===== src/rtl/cv32e40p_if_id_queue.sv =====
// Instruction queue between the fetch aligner/compressed decoder and the ID stage.
// It is a circular buffer of DEPTH entries and can optionally forward an instruction straight through when empty.
module cv32e40p_if_id_queue #(
    parameter  int DEPTH        = 2,
    parameter  int FALL_THROUGH = 0,
    localparam int CNT_W        = $clog2(DEPTH + 1)
) (
    input  logic             clk,
    input  logic             rst_n,

    input  logic             in_valid_i,
    output logic             in_ready_o,
    input  logic [31:0]      in_instr_i,
    input  logic [31:0]      in_pc_i,
    input  logic             in_compressed_i,
    input  logic             in_illegal_c_i,

    input  logic             halt_i,
    input  logic             clear_i,

    output logic             instr_valid_id_o,
    input  logic             id_ready_i,
    output logic [31:0]      instr_rdata_id_o,
    output logic [31:0]      pc_id_o,
    output logic             is_compressed_id_o,
    output logic             illegal_c_insn_id_o,

    output logic [CNT_W-1:0] count_o,
    output logic             full_o,
    output logic             empty_o,
    output logic             perf_stall_o
);

    localparam int PTR_W = (DEPTH > 1) ? $clog2(DEPTH) : 1;
    localparam bit FT_EN = (FALL_THROUGH != 0);

    typedef struct packed {
        logic [31:0] instr;
        logic [31:0] pc;
        logic        compressed;
        logic        illegal;
    } entry_t;

    entry_t           mem_q [DEPTH];
    logic [PTR_W-1:0] rd_ptr_q;
    logic [PTR_W-1:0] wr_ptr_q;
    logic [CNT_W-1:0] count_q;

    entry_t in_entry;
    entry_t head;
    logic   ft_active;
    logic   bypass;
    logic   push;
    logic   pop;
    logic   wr_en;
    logic   rd_en;

    // Wrap is explicit so that non-power-of-two depths work.
    function automatic logic [PTR_W-1:0] ptr_inc(input logic [PTR_W-1:0] p);
        return (p == PTR_W'(DEPTH - 1)) ? '0 : p + PTR_W'(1);
    endfunction

    assign in_entry = '{instr: in_instr_i, pc: in_pc_i,
                        compressed: in_compressed_i, illegal: in_illegal_c_i};

    assign empty_o   = (count_q == '0);
    assign full_o    = (count_q == CNT_W'(DEPTH));
    assign count_o   = count_q;

    assign ft_active = FT_EN && empty_o && in_valid_i && !halt_i && !clear_i;
    assign bypass    = ft_active && id_ready_i;

    assign instr_valid_id_o = !empty_o || ft_active;

    // A full queue is never empty, so this avoids any dependence on in_valid_i.
    assign in_ready_o   = !halt_i && !clear_i && (!full_o || (!empty_o && id_ready_i));
    assign perf_stall_o = in_valid_i && !in_ready_o && !halt_i && !clear_i;

    assign push  = in_valid_i && in_ready_o;
    assign pop   = instr_valid_id_o && id_ready_i && !clear_i;
    assign wr_en = push && !bypass;
    assign rd_en = pop && !bypass;

    always_comb begin
        head = mem_q[rd_ptr_q];
        if (ft_active) begin
            head = in_entry;
        end
    end

    assign instr_rdata_id_o    = head.instr;
    assign pc_id_o             = head.pc;
    assign is_compressed_id_o  = head.compressed;
    assign illegal_c_insn_id_o = head.illegal;

    always_ff @(posedge clk) begin
        if (!rst_n) begin
            rd_ptr_q <= '0;
            wr_ptr_q <= '0;
            count_q  <= '0;
            for (int i = 0; i < DEPTH; i++) begin
                mem_q[i] <= '0;
            end
        end else if (clear_i) begin
            rd_ptr_q <= '0;
            wr_ptr_q <= '0;
            count_q  <= '0;
        end else begin
            if (wr_en) begin
                mem_q[wr_ptr_q] <= in_entry;
                wr_ptr_q        <= ptr_inc(wr_ptr_q);
            end
            if (rd_en) begin
                rd_ptr_q <= ptr_inc(rd_ptr_q);
            end
            if (wr_en && !rd_en) begin
                count_q <= count_q + CNT_W'(1);
            end else if (!wr_en && rd_en) begin
                count_q <= count_q - CNT_W'(1);
            end
        end
    end

endmodule


===== config.mk =====
export PLATFORM = sky130hd
export DESIGN_NAME = cv32e40p_if_id_queue
export DESIGN_NICKNAME = d
export VERILOG_FILES = /design/src/rtl/cv32e40p_if_id_queue.sv
export SDC_FILE = /design/constraint.sdc
export NUM_CORES = 1
export LEC_CHECK = 0
export ABC_AREA = 1
export BUFFER_PORTS_ARGS = -buffer_cell sky130_fd_sc_hd__buf_4
export CORE_ASPECT_RATIO = 0.75
export CORE_MARGIN = 8
export CORE_UTILIZATION = 40
export CTS_CLUSTER_SIZE = 16
export DETAILED_ROUTE_END_ITERATION = 7
export PLACE_DENSITY = 0.65
export SLEW_MARGIN = 20
export SYNTH_ARGS = -nofsm -noshare
export SYNTH_HDL_FRONTEND = slang
export SYNTH_SLANG_ARGS = --single-unit

===== constraint.sdc =====
create_clock -name clk -period 6.25 [get_ports clk]
set_input_delay 0.625 -clock clk [delete_from_list [all_inputs] [get_ports clk]]
set_output_delay 0.625 -clock clk [all_outputs]
set_load 0.05 [all_outputs]

* Word level (Yosys, flattened, before mapping) *
Memory sizes are Yosys's and may differ from the RTL's. A register that Yosys moved wholly into a read port is not among the register bits.
Index checks and enable logic that the tools add are counted.
W data, S select, Z words.

word-level totals
  register bits after elaboration = 4
  bits in writable memories = 132
  bits of input ports = 72
  word-level logic and storage cells = 46
  memories = 1

memories
  memory  words  width  read ports  clocked after Yosys merged registers in  write ports  line  RTL
  mem_q   2      66     1           1                                        2            44    entry_t mem_q [DEPTH];

cells by class
  add/subtract/negate cells = 4
  eq/ne operators = 1
  muxes and demuxes = 14
  bitwise logic cells = 1
  reductions and logical operators = 22

operators by type and width
  kind                   count
  $mux W66               1
  $reduce_or A66 Y1      1
  $mux W1                11
  $logic_and A1 B1 Y1    10
  $logic_not A1 Y1       7
  $mux W2                2
  $add A1 B1 Y1 const B  2
  $add A2 B1 Y2 const B  1
  $eq A2 B2 Y1 const B   1
  $logic_not A2 Y1       1
  $reduce_bool A2 Y1     1
  $reduce_or A2 Y1       1
  $sub A2 B1 Y2 const B  1
  $logic_or A1 B1 Y1     1
  $not A1 Y1             1

* Depth between registers and ports, before layout *
Gate-level depths: netlist (run 1).

  depth in word-level cells = 12
  gate-level depth with buffers = 11
  mapped depth without buffers = 11

* Worst setup path before layout (run 1) *
OpenSTA, ideal clock, no wires.

  kind = register to register
  start point = register count_q[0], in the netlist count_o[0]
  end point = memory mem_q[0][0] (netlist name) (enable)
  setup time = 0.426 ns
  data arrival time = 2.804 ns
  data required time = 5.824 ns
  path slack = 3.020 ns
  stages on the path, launching flop included = 7
  buffers on the path = 2
  clock period less this slack = 3.230 ns
  cell sequence = dfxtp_1 -> inv_2 -> nand3_4 -> nand4_2 -> buf_4 -> buf_6 -> nand2_1

RTL lines
  element                   line  RTL
  start: declaration        47    logic [CNT_W-1:0] count_q;
  start signal: assignment  117   count_q <= count_q + CNT_W'(1);
  start signal: assignment  119   count_q <= count_q - CNT_W'(1);
  end: declaration          44

==> flow_metrics.env, run 1 <==
export IMPL_ant_nets=0
export IMPL_wl_met2_mm=5.98
export IMPL_syn_avg_cell_area_um2=12.8
export IMPL_die_area_mm2=0.0193
export IMPL_ctsHoldBuffers=0
export IMPL_ys_seq_elements=137
export IMPL_synth_warnings=0
export IMPL_cp_top_family="flip-flops"
export IMPL_cts_root_buffer="clkbuf_16"
export IMPL_dp_hpwl_mm=7.73
export IMPL_dr_max_layer_used="met4"
export IMPL_antenna_cells=0
export IMPL_ys_seq_area_frac=0.675
export IMPL_dieHeight_um=122
export IMPL_ctsResizeCount=0
export IMPL_worst_slack_ns=3.56
export IMPL_ys_flop_type="edfxtp_1"
export IMPL_finalHoldViolCount=0
export IMPL_worstMarginPinSlew_ns=0.960
export IMPL_clock_path_buffers=2
export IMPL_numCtsBuffers=17
export IMPL_netlist_top_cells_count="edfxtp_1 (132), nor2_1 (113), inv_1 (77)"
export IMPL_yosysTopAreaCellShare=0.658
export IMPL_status="finished, final reports clean"
export IMPL_die_w_um=158
export IMPL_post_cts_buffers=0
export IMPL_timing_final_crit_period_ns=2.69
export IMPL_worstSetupPathType="reg -> out"
export IMPL_via_per_inst=4.52
export IMPL_r2r_slack_ns=4.29
export IMPL_end_kind="output pin"
export IMPL_async_flop_share=0
export IMPL_firstDrtPassIters=4
export IMPL_start_kind="flop"
export IMPL_p_per_area_mw_per_mm2=292
export IMPL_grt_pass1_wl_mm=20.3
export IMPL_synth_cells=469
export IMPL_drv_cap=0
export IMPL_final_max_slew_viol_count=0
export IMPL_worst_path_max_fanout=66
export IMPL_ios=145
export IMPL_clk_latency_ns=0.42
export IMPL_synth_most_common_cell="edfxtp_1"
export IMPL_drtIter0Drc=203
export IMPL_vdd_drop_max_uv=172
export IMPL_cpMaxStageDelayCell="dfxtp_4"
export IMPL_initial_utilization=0.402
export IMPL_antenna_found_initial=0
export IMPL_gp_congestion=0.731
export IMPL_portBuffers=144
export IMPL_coreArea_mm2=0.0150
export IMPL_power_total_mw=2.28
export IMPL_finalSetupViolations=0
export IMPL_synth_top_area_cell="edfxtp_1"
export IMPL_tns_ns=0
export IMPL_critPathArrivalTime_ns=2.07
export IMPL_max_freq_ghz=0.371
export IMPL_cpPeakStageDelay_ns=0.94
export IMPL_synthTopCellsByArea="edfxtp_1 (66%), mux2_2 (12%), nor2_1 (7.0%)"
export IMPL_rows=39
export IMPL_grt_pass1_vias=4090
export IMPL_grt_use_total=0.137
export IMPL_synthesis_area_mm2=0.00602
export IMPL_synth_distinct_cells=20
export IMPL_fin_cells=831
export IMPL_crit_required_ns=5.62
export IMPL_max_slew_margin_rel=0.360
export IMPL_grt_ovfl_total=0
export IMPL_wl_met1_mm=5.46
export IMPL_clk_pin_slew_ns=0.06
export IMPL_drc=0
export IMPL_cts_tree="yes"
export IMPL_final_nets=686
export IMPL_cp_num_buf_inv=1
export IMPL_synth_nets=542
export IMPL_leakage_nw=3.40
export IMPL_dr_total_vias=3758
export IMPL_skew_ns=0.00659
export IMPL_drive_above_1_share=0.444
export IMPL_grt_max_degree=67
export IMPL_worstPathCellList="mux2_2, buf_4"
export IMPL_finalCritPeriodShare=0.431
export IMPL_h_tree_depth=4
export IMPL_dp_cells=798
export IMPL_rsz0062_at_grt="no"
export IMPL_wl_per_cell_um=15.3
export IMPL_dpl_worst_slack_ns=3.72
export IMPL_synth_edf_count=132
export IMPL_wirelength_mm=12.7
export IMPL_area_growth_synth_to_final_pct=30.0
export IMPL_clock_sinks=137
export IMPL_whs_ns=0.394
export IMPL_hold_class="in -> reg"
export IMPL_dr_wl_met3_mm=1.15
-- through the flow --
stage / utilization / area, um^2
after floorplan: - / 6020
after global placement: 0.484 / 7240
after detailed placement: 0.484 / 7240
after CTS: 0.521 / 7800
after global routing: 0.522 / 7830
final: 0.522 / 7830
-- worst paths after layout --
| kind | from | endpoint | cells after the start |
|---|---|---|---|
| min | clear_i | count_o[0]$_SDFFE_PP0P_ | 2 |
| max reg2reg | count_o[0]$_SDFFE_PP0P_ | mem_q[1][40]$_SDFFCE_PN0P_ | 4 |
| min reg2reg | rd_ptr_q$_SDFFE_PP0P_ | flop | 2 |
| max | flop | instr_rdata_id_o[2] | 2 |
-- layout by cell type, fill, tap and decap left out, types with 2 or more instances in the layout --
cell type / Yosys / final
mux2_2: 66 / 66
clkinv_2: 0 / 3
inv_1: 77 / 77
clkbuf_16: 0 / 17
nand4_4: 0 / 2
bufinv_16: 0 / 2
nor3_1: 2 / 2
inv_2: 2 / 2
nand3_1: 3 / 3
dfxtp_1: 5 / 4
clkinv_1: 0 / 3
nor2_1: 113 / 113
nand2_1: 11 / 9
clkinvlp_4: 0 / 5
edfxtp_1: 132 / 132
buf_4: 1 / 145
nor2_2: 29 / 29
nand2_4: 0 / 2
-- where the power goes --
part | leakage [nW] | internal, mW | total (mW) | switching [mW]
sequential | 1.39 | 1.05 | 1.06 | 0.0120
clock | 0.260 | 0.580 | 0.953 | 0.374
combinational | 1.75 | 0.0931 | 0.271 | 0.178
-- per-layer routing --
metal / GRT usage / up-vias
met4: 0.0469 / 0
met3: 0.0612 / 14
met2: 0.220 / 120
li1: - / 1832
met1: 0.163 / 1792
met5: 0 / -
-- registers in the layout, indices dropped and copies added, names as in the netlist, named ones only --
signal and cells:
rd_ptr_q 1, count_o 2, mem_q 132, wr_ptr_q 1
-- final cells by class --
class                   instances  area (um^2)
fillers                      1303         7160
flip-flops and latches        137         4070
multi-input cells             232         1530
repair buffers                146         1110
clock buffers                  18          429
inverters                      79          297
well taps                     205          256
clock inverters                14          133
-- cells by family (layout without fill, tap and decap cells) --
group / after synthesis / in the layout / share of synthesized area
AOI/OAI and AO/OA: 1 / 1 / 0.000831
xor gates and xnor gates: 1 / 1 / 0.00146
adders and majority gates: 1 / 1 / 0.00208
buffers and inverters: 100 / 257 / 0.0755
DFF: 137 / 137 / 0.675
muxes: 66 / 66 / 0.123
and+or+nand+nor: 163 / 163 / 0.122
No activity file was read; power rests on OpenSTA's default activity.
==> run 2, diff against run 1 <==
Settings changed: ABC_AREA 1 to 0, PLACE_DENSITY 0.65 to 0.67.
Clock period 6.25 ns to 2.22 ns, I/O delays scaled along.
==> flow_metrics.env, run 2 <==
export IMPL_largest_reg_flops=132
export IMPL_leakage_nw=3.26
export IMPL_timing_rr_end="count_o[1]$_SDFFE_PP0P_"
export IMPL_crit_required_ns=2.00
export IMPL_dp_cells=723
export IMPL_finalSetupViolations=0
export IMPL_synth_cells=387
export IMPL_cp_num_buf_inv=2
export IMPL_ys_flop_type="edfxtp_1"
export IMPL_grt_use_total=0.138
export IMPL_dpl_cell_area_mm2=0.00738
export IMPL_portBuffers=144
export IMPL_ctsHoldBuffers=0
export IMPL_gp_congestion=0.783
export IMPL_vdd_drop_max_uv=520
export IMPL_finalCritPeriodShare=0.864
export IMPL_regMostFlops="mem_q"
export IMPL_rsz0062_at_grt="no"
export IMPL_start_kind="flop"
export IMPL_grt_ovfl_total=0
export IMPL_grt_pass1_wl_mm=20.0
export IMPL_cts_root_buffer="clkbuf_16"
export IMPL_status="finished, final reports clean"
export IMPL_area_growth_synth_to_final_pct=33.2
export IMPL_drive_above_1_share=0.468
export IMPL_critPathCapture="pc_id_o[29]"
export IMPL_die_area_mm2=0.0191
export IMPL_synth_distinct_cells=26
export IMPL_synthesis_area_mm2=0.00595
export IMPL_antenna_found_initial=0
export IMPL_cpMaxStageDelayCell="mux2_2"
export IMPL_worst_path_max_fanout=23
export IMPL_end_kind="output pin"
export IMPL_h_tree_depth=4
export IMPL_cp_top_family="buffers and inverters"
export IMPL_final_cell_mix="buf_4 (152), and2_1 (132), edfxtp_1 (132)"
export IMPL_synth_edf_count=132
export IMPL_post_cts_buffers=0
export IMPL_skew_ns=0.00547
export IMPL_antenna_cells=0
export IMPL_power_total_mw=6.18
export IMPL_drc=0
export IMPL_drtIter0Drc=176
export IMPL_yosysTopAreaCellShare=0.666
export IMPL_critPathArrivalTime_ns=1.70
export IMPL_ys_seq_area_frac=0.683
export IMPL_syn_avg_cell_area_um2=15.4
export IMPL_grt_max_degree=44
export IMPL_worstPathCellList="buf_4, mux2_2, buf_4"
export IMPL_r2r_start="count_o[0]$_SDFFE_PP0P_"
export IMPL_cpPeakStageDelay_ns=0.42
export IMPL_finalInstanceArea_mm2=0.00792
export IMPL_hold_path_depth=2
export IMPL_r2r_cells=6
export IMPL_clk_pin_slew_ns=0.06
export IMPL_synthTopCellsByArea="edfxtp_1 (67%), and2_1 (14%), mux2_2 (12%)"
export IMPL_worst_path_stages=3
export IMPL_fin_cells=754
export IMPL_ctsResizeCount=0
export IMPL_hold_class="in -> reg"
export IMPL_wirelength_mm=12.9
export IMPL_worstMarginPinSlew_ns=0.401
export IMPL_clk_latency_ns=0.41
export IMPL_dp_hpwl_mm=8.85
export IMPL_timing_final_crit_period_ns=1.92
export IMPL_wl_per_cell_um=17.1
export IMPL_ant_nets=0
export IMPL_synth_top_area_cell="edfxtp_1"
export IMPL_p_per_area_mw_per_mm2=780
export IMPL_grt_pass1_vias=3752
export IMPL_ios=145
export IMPL_max_slew_margin_rel=0.732
export IMPL_fillers=1187
export IMPL_dr_total_vias=3510
export IMPL_synth_warnings=0
export IMPL_dieHeight_um=122
export IMPL_ys_seq_elements=137
export IMPL_coreArea_mm2=0.0145
export IMPL_firstDrtPassIters=4
export IMPL_cts_tree="yes"
export IMPL_worstSetupPathType="reg -> out"
export IMPL_async_flop_share=0
export IMPL_via_per_inst=4.66
export IMPL_numCtsBuffers=17
export IMPL_synth_nets=460
export IMPL_rows=38
export IMPL_final_max_slew_viol_count=0
export IMPL_final_nets=615
export IMPL_layout_commonest_cell="buf_4"
export IMPL_r2r_slack_ns=0.39
export IMPL_fin_util=0.546
export IMPL_whs_ns=0.0923
export IMPL_finalHoldViolCount=0
export IMPL_clock_path_buffers=2
export IMPL_initial_utilization=0.410
export IMPL_die_w_um=157
export IMPL_drv_cap=0
export IMPL_netlist_top_cells_count="and2_1 (132), edfxtp_1 (132), mux2_2 (66)"
export IMPL_clock_sinks=137
export IMPL_path_common_cell="buf_4"
export IMPL_max_freq_ghz=0.522
[run 2: changes by cell type in the layout (fill, tap and decap cells not counted), moves of 3 or more]
cell and delta:
nand2_1 -7, nor2_1 -110, buf_12 +4, nor2_2 -29, buf_4 +7, and2_1 +132
nand3_1 -3, inv_1 -74, clkinvlp_4 -3
[run 2: per-layer routing]
layer	wire length [um]	track usage
met1	5720	0.174
met2	5810	0.212
met3	1230	0.0612
met4	103	0.0449
met5	0	0
[run 2: cell families after synthesis]
group	after synthesis	synth area share
compound gates	6	0.00547
xor+xnor	3	0.00442
fa+ha+maj	1	0.00210
buf+inv	24	0.0215
flops	137	0.683
mux	66	0.125
simple gates	150	0.158
[run 2: how the worst min path moves through the flow]
stage                                from                          to  slack (ns)
finish                        in_pc_i[15]  mem_q[0][17]$_SDFFCE_PN0P_        0.09
global placement    rd_ptr_q$_SDFFE_PP0P_       rd_ptr_q$_SDFFE_PP0P_        0.50
detailed placement  rd_ptr_q$_SDFFE_PP0P_       rd_ptr_q$_SDFFE_PP0P_        0.51
global route                   in_pc_i[1]   mem_q[0][3]$_SDFFCE_PN0P_        0.07
floorplan                         clear_i       wr_ptr_q$_SDFFE_PP0P_        0.40
CTS                           in_pc_i[15]  mem_q[0][17]$_SDFFCE_PN0P_        0.07
[run 2: cell type report]
type | instances | area [um^2] | area share
flip-flops and latches | 137 | 4080 | 0.514
multi-input cells | 226 | 1800 | 0.227
repair buffers | 157 | 1240 | 0.157
clock buffers | 19 | 433 | 0.0547
well taps | 200 | 250 | 0.0316
clock inverters | 12 | 109 | 0.0137
inverters | 3 | 11.3 | 0.00142
[run 2: worst reg2reg max path, cell delays in order, from the launching register on]
cell	delay (ns)
dfxtp_4	0.37
nor3b_1	0.29
or2_4	0.23
inv_1	0.06
ha_1	0.33
or3_1	0.35
a21oi_1	0.14
[run 2: per-stage QoR]
| stage | setup TNS (ns) | setup WS [ns] |
|---|---|---|
| 6_report | 0 | 0.303 |
| 2_1_floorplan | -28.26 | -0.225 |
| 5_1_grt | 0 | 0.228 |
| 3_3_place_gp | 0 | 0.237 |
| 4_1_cts | 0 | 0.277 |
| 3_5_place_dp | 0 | 0.220 |
[run 2: report_power, final]
group          leakage, nW  switching [mW]  internal (mW)  total [mW]
sequential            1.43          0.0241           2.93        2.95
clock                0.260           0.967           1.62        2.58
combinational         1.57           0.400          0.244       0.643
total                 3.26            1.39           4.79        6.18
